**config.mk**
```make
export PLATFORM = sky130hd
export DESIGN_NAME = dmem_unit
export DESIGN_NICKNAME = d
export VERILOG_FILES = /design/src/rtl/dmem_pkg.sv /design/src/rtl/dmem_bytelane_ram.sv /design/src/rtl/dmem_unit.sv
export SDC_FILE = /design/constraint.sdc
export NUM_CORES = 2
export LEC_CHECK = 0
export CORE_MARGIN = 10
export CORE_UTILIZATION = 56
export CTS_CLUSTER_DIAMETER = 120
export DETAILED_ROUTE_END_ITERATION = 10
export MAX_ROUTING_LAYER = met4
export PLACE_DENSITY = 0.73
export SLEW_MARGIN = 30
export SYNTH_ARGS = -nofsm -noshare
export SYNTH_HDL_FRONTEND = slang
export SYNTH_SLANG_ARGS = --single-unit
```
**constraint.sdc**
```tcl
create_clock -name clk_in -period 11.6 [get_ports clk_in]
set_input_delay 2.32 -clock clk_in [delete_from_list [all_inputs] [get_ports clk_in]]
set_output_delay 2.32 -clock clk_in [all_outputs]
set_load 0.02 [all_outputs]
```
**src/rtl/dmem_pkg.sv**
```systemverilog
// Shared constants and helpers for the data-memory stage.
package dmem_pkg;
    localparam logic [31:0] MMIO_BASE       = 32'h8000_0000;
    localparam logic [1:0]  MMIO_CYCLE_IDX  = 2'd0;
    localparam logic [1:0]  MMIO_TOHOST_IDX = 2'd1;
    localparam int          DMEM_DEPTH      = 64;
    localparam int          DMEM_ADDR_W     = 6;

    // Lane n of the result comes from new_word when mask[n] is set, else from old_word.
    function automatic logic [31:0] byte_merge(input logic [31:0] old_word,
                                               input logic [31:0] new_word,
                                               input logic [3:0]  mask);
        logic [31:0] res;
        for (int n = 0; n < 4; n++)
            res[8*n +: 8] = mask[n] ? new_word[8*n +: 8] : old_word[8*n +: 8];
        return res;
    endfunction
endpackage

```
**src/rtl/dmem_bytelane_ram.sv**
```systemverilog
// Word RAM with per-byte write enables and a registered write-first read port.
module dmem_bytelane_ram
    import dmem_pkg::*;
#(
    parameter int DEPTH  = DMEM_DEPTH,
    parameter int ADDR_W = DMEM_ADDR_W
) (
    input  logic              clk_in,
    input  logic              rst_in,
    input  logic [ADDR_W-1:0] addr,
    input  logic              we,
    input  logic [3:0]        be,
    input  logic [31:0]       wdata,
    output logic [31:0]       rdata
);
    logic [31:0] mem [DEPTH];
    logic [31:0] merged;

    assign merged = byte_merge(mem[addr], wdata, be);

    always_ff @(posedge clk_in) begin
        if (we)
            mem[addr] <= merged;
    end

    // Only the read register is reset; the array keeps its contents.
    always_ff @(posedge clk_in or negedge rst_in) begin
        if (!rst_in)
            rdata <= '0;
        else
            rdata <= we ? merged : mem[addr];
    end
endmodule

```
**src/rtl/dmem_unit.sv**
```systemverilog
// Data-memory stage: RAM, CYCLE counter and TOHOST register behind a one-cycle read port.
module dmem_unit
    import dmem_pkg::*;
#(
    parameter int DEPTH  = DMEM_DEPTH,
    parameter int ADDR_W = DMEM_ADDR_W
) (
    input  logic        clk_in,
    input  logic        rst_in,
    input  logic [31:0] dmaddr_in,
    input  logic [31:0] dmdata_in,
    input  logic [3:0]  dmwr_mask_in,
    input  logic        dmwr_req_in,
    output logic [31:0] dmdata_out,
    output logic        done_out,
    output logic [31:0] tohost_out
);
    logic        is_mmio;
    logic [1:0]  mmio_idx;
    logic        ram_we;
    logic        tohost_we;
    logic [31:0] tohost_next;
    logic [31:0] mmio_rd;
    logic [31:0] ram_rd;
    logic [31:0] cycle_q;
    logic [31:0] tohost_q;
    logic [31:0] mmio_rd_q;
    logic        src_mmio_q;
    logic        unused_addr;

    assign is_mmio     = dmaddr_in[31];
    assign mmio_idx    = dmaddr_in[3:2];
    // Gating with reset drops a write whose edge arrives while reset is held.
    assign ram_we      = dmwr_req_in & ~is_mmio & rst_in;
    assign tohost_we   = dmwr_req_in & is_mmio & (mmio_idx == MMIO_TOHOST_IDX);
    assign tohost_next = byte_merge(tohost_q, dmdata_in, dmwr_mask_in);
    assign unused_addr = ^{dmaddr_in[30:ADDR_W+2], dmaddr_in[1:0]};

    dmem_bytelane_ram #(.DEPTH(DEPTH), .ADDR_W(ADDR_W)) u_ram (
        .clk_in (clk_in),
        .rst_in (rst_in),
        .addr   (dmaddr_in[ADDR_W+1:2]),
        .we     (ram_we),
        .be     (dmwr_mask_in),
        .wdata  (dmdata_in),
        .rdata  (ram_rd)
    );

    always_comb begin
        mmio_rd = '0;
        case (mmio_idx)
            MMIO_CYCLE_IDX:  mmio_rd = cycle_q;
            MMIO_TOHOST_IDX: mmio_rd = tohost_we ? tohost_next : tohost_q;
            default:         mmio_rd = '0;
        endcase
    end

    always_ff @(posedge clk_in or negedge rst_in) begin
        if (!rst_in) begin
            cycle_q    <= '0;
            tohost_q   <= '0;
            done_out   <= 1'b0;
            mmio_rd_q  <= '0;
            src_mmio_q <= 1'b0;
        end else begin
            cycle_q    <= cycle_q + 32'd1;
            mmio_rd_q  <= mmio_rd;
            src_mmio_q <= is_mmio;
            if (tohost_we) begin
                tohost_q <= tohost_next;
                if (tohost_next != '0)
                    done_out <= 1'b1;
            end
        end
    end

    assign dmdata_out = src_mmio_q ? mmio_rd_q : ram_rd;
    assign tohost_out = tohost_q;
endmodule

```
==> metrics.md <==
| Metric | Value |
|---|---|
| Ys flop type | `edfxtp_1` |
| Vias/cell | `6.90` |
| Post-synthesis cell type count | `75` |
| Post_cts resized | `0` |
| P&R area growth vs syn | `13.8%` |
| Max-Slew Margin vs Limit | `0.261` |
| Syn Area/Cell | `20.4 sq um` |
| Fraction of layout cells with a size suffix above 1 | `0.260` |
| RSZ-0062 raised after global routing | `false` |
| Met2 Use GR | `0.435` |
| CTS tree | `done` |
| Max-cap viol count | `0` |
| Worst Hold End | `done_out` |
| Crit-path slowest cell | `buf_4` |
| CTS max path bufs | `3` |
| Fin crit period | `6.46 ns` |
| IO Count | `136` |
| Lkg Pwr | `31.2 nW` |
| Final number of setup-violating endpoints | `0` |
| Rows | `142` |
| Initial Util | `0.564` |
| Post-Syn Area | `0.0847 sq mm` |
| Largest family of logic cells by synthesized area | `multiplexers` |
| Met1 Use GR | `0.389` |
| Mux contribution to synthesized area | `0.147` |
| R2R cell count | `6` |
| Register area share after synthesis | `0.764` |
| Max Clk Rate | `0.155 GHz` |
| Die X | `409 um` |
| Yosys top cell area share | `0.726` |
| Nets | `4,498` |
| GR Overflow Total | `0` |
| Initial DRC count | `7,007` |
| Total vias in the final route | `45,700` |
| Number of remaining DRC errors | `0` |
| Count of filler cells inserted in the layout | `9,712` |
| IO buf count | `110` |
| Clock root cell | `clkbuf_16` |
| Post-synth EDFFs | `2,048` |
| FF-to-FF setup slack | `8.01 ns` |
| Crit path required time | `12.05 ns` |
| CTS sink cnt | `2,178` |
| CP Buf/Inv Count | `4` |
| Clk slew on worst S/H paths | `0.06 ns` |
| Clock Skews | `0.0581 ns` |
| Critical Path End Type | `flop` |
| Insertion delay to the later sink of the worst-skew pair | `0.86 ns` |
| Post-synth top area cell | `edfxtp_1` |
| Worst-Margin Slew | `1.11 ns` |
| Drt wl/cell | `36.4 um` |
| Yosys reg bits | `2,178` |
| Crit start category | `primary input` |
| DR pass1 iterations | `6` |
| Gr busiest metal | `met2` |
| Delay-heaviest family, CP | `buffers and inverters` |
| HPWL after DPL | `141,000 um` |
| Footprint of the multi-input gates | `0.0198 sq mm` |
| RR Startpoint | `u_ram.mem[9][17]` |
| Vias in the first global route | `44,500` |
| Critical path type | `in -> reg` |
| Xor/xnor share of the synthesized area | `0.00310` |
| Largest stage delay, worst path | `0.61 ns` |
| HP Start | `done_out` |
| HP Class | `reg -> reg` |
| CTS buffer count | `206` |
| Crit. path cell count | `9` |
| ANT nets after route | `0` |
| Seq. cell area | `0.0648 sq mm` |
| Area of the die | `0.167 sq mm` |
| First-pass GRT wire length | `339,000 um` |
| H-Tree Depth | `4` |
| Setup Buffers After CTS | `0` |
| CORE AREA | `0.150 sq mm` |
| Met3 global-route usage | `0.0749` |
| Synth area leaders | `edfxtp_1, mux4_2, dfrtp_1` |
| Setup slack after layout | `5.14 ns` |
| Worst R2R End | `u_ram.mem[31][17]` |
| Drt total wl | `241,000 um` |
| Synth Net Count | `4,232` |
| Asr flop ratio synth | `0.0597` |
| Final critical-path share of the clock period | `0.557` |
| Cells after synthesis | `4,160` |
| Post-synth top cells | `edfxtp_1, mux4_2, nand2_1` |
| Synth Area in Compound Gates | `0.0357` |
| Largest net degree at the start of global routing | `114` |
| Fin Setup TNS | `0 ns` |
| YS warnings | `0` |
| Crit path cell chain | `buf_8, buf_12, buf_4, mux4_2, a22oi_1, nand3_1, nor2_1, a31oi_4, buf_4` |
| Crit path DAT | `6.91 ns` |
| Most frequent cell after synthesis | `edfxtp_1` |
| Gr usage total | `0.294` |
| DP Worst Slack | `4.43 ns` |
| P per Cell Area | `173 mW/mm^2` |
| Final GP Congestion | `0.892` |
| CTS Hold Bufs | `0` |
| Post-Synth Simple-Gate Area | `0.0346` |
| Hold Violations, Final | `0` |
| Critical Path Fanout Max | `94` |
| Crit path top cell by count | `buf_4` |
| Peak supply drop | `167 uV` |
| Antenna violations before repair | `6` |
| Pins Over Slew Limit | `0` |
| Outcome | `finished, final reports clean` |
| Height of the die | `409 um` |
| Hold path depth | `1` |
| Synth Area in Adders | `0.000148` |
## cells by family after synthesis
kind of cell / count (synthesis)
buf+inv: 250
simple gates: 594
xor+xnor: 30
fa+ha+maj: 1
compound gates: 403
mux: 704
flops: 2178
## worst reg2reg max path, stage by stage (launching register included)
cell and delay (ns):
edfxtp_1 0.37, mux4_2 0.47, a22oi_1 0.65, nand4_1 0.48, nor3_1 0.74, a21oi_4 0.11
buf_4 0.37
## metrics by stage
step                      cell area, sq um  total power [mW]  hold WS [ns]  cells  utilization
after floorplan                      84700              9.66         0.434   4160            -
after global placement               89600              10.2         0.444   6228        0.597
after detailed placement             89700              10.2         0.458   6233        0.597
after CTS                            96400              16.7         0.471   6614        0.642
after global routing                 96400              17.1         0.495   6617        0.642
final                                96400              16.7         0.472   6622        0.642
## power by group
part           internal [mW]  switching (mW)  total [mW]  leakage (nW)
sequential              8.81          0.0383        8.85          20.0
combinational          0.394           0.798        1.19          7.88
clock                   3.77            2.89        6.66          3.26
total                   13.0            3.73        16.7          31.2
## cell usage in the layout, fill, tap and decap left out, types with 91 or more instances in the layout
cell / n
nand2_1: 166
mux4_2: 414
edfxtp_1: 2048
a22oi_1: 91
clkbuf_16: 208
buf_4: 167
mux2_2: 152
clkdlybuf4s50_1: 103
dfrtp_1: 130
mux2i_1: 121
## worst max-delay path by stage
stage	startpoint	endpoint
floorplan	dmaddr_in[2]	u_ram.mem[0][20]
global placement	dmaddr_in[2]	u_ram.mem[58][25]
detailed placement	dmaddr_in[2]	u_ram.mem[58][25]
CTS	dmaddr_in[2]	u_ram.mem[58][25]
global route	dmaddr_in[2]	u_ram.mem[59][15]
finish	dmaddr_in[2]	u_ram.mem[16][15]
## registers in the layout, indices dropped and copies added, names as in the netlist
name         flops
cycle_q         32
done_out         1
mmio_rd_q       32
src_mmio_q       1
tohost_out      32
u_ram.mem     2048
u_ram.rdata     32
## routing by layer
layer | part of all wire | up-vias
li1 | - | 17800
met1 | 0.36 | 23800
met2 | 0.46 | 3405
met3 | 0.13 | 619
met4 | 0.051 | 0
met5 | 0 | -
## final cells by class
type / instances / share of cell area
diodes: 7 / 0.000182
clock buffers: 269 / 0.0571
clock inverters: 112 / 0.0125
inverters: 21 / 0.000817
multi-input cells: 1732 / 0.205
flip-flops and latches: 2178 / 0.672
well taps: 2016 / 0.0262
repair buffers: 287 / 0.0265
Power figures use the tool's default switching activity.
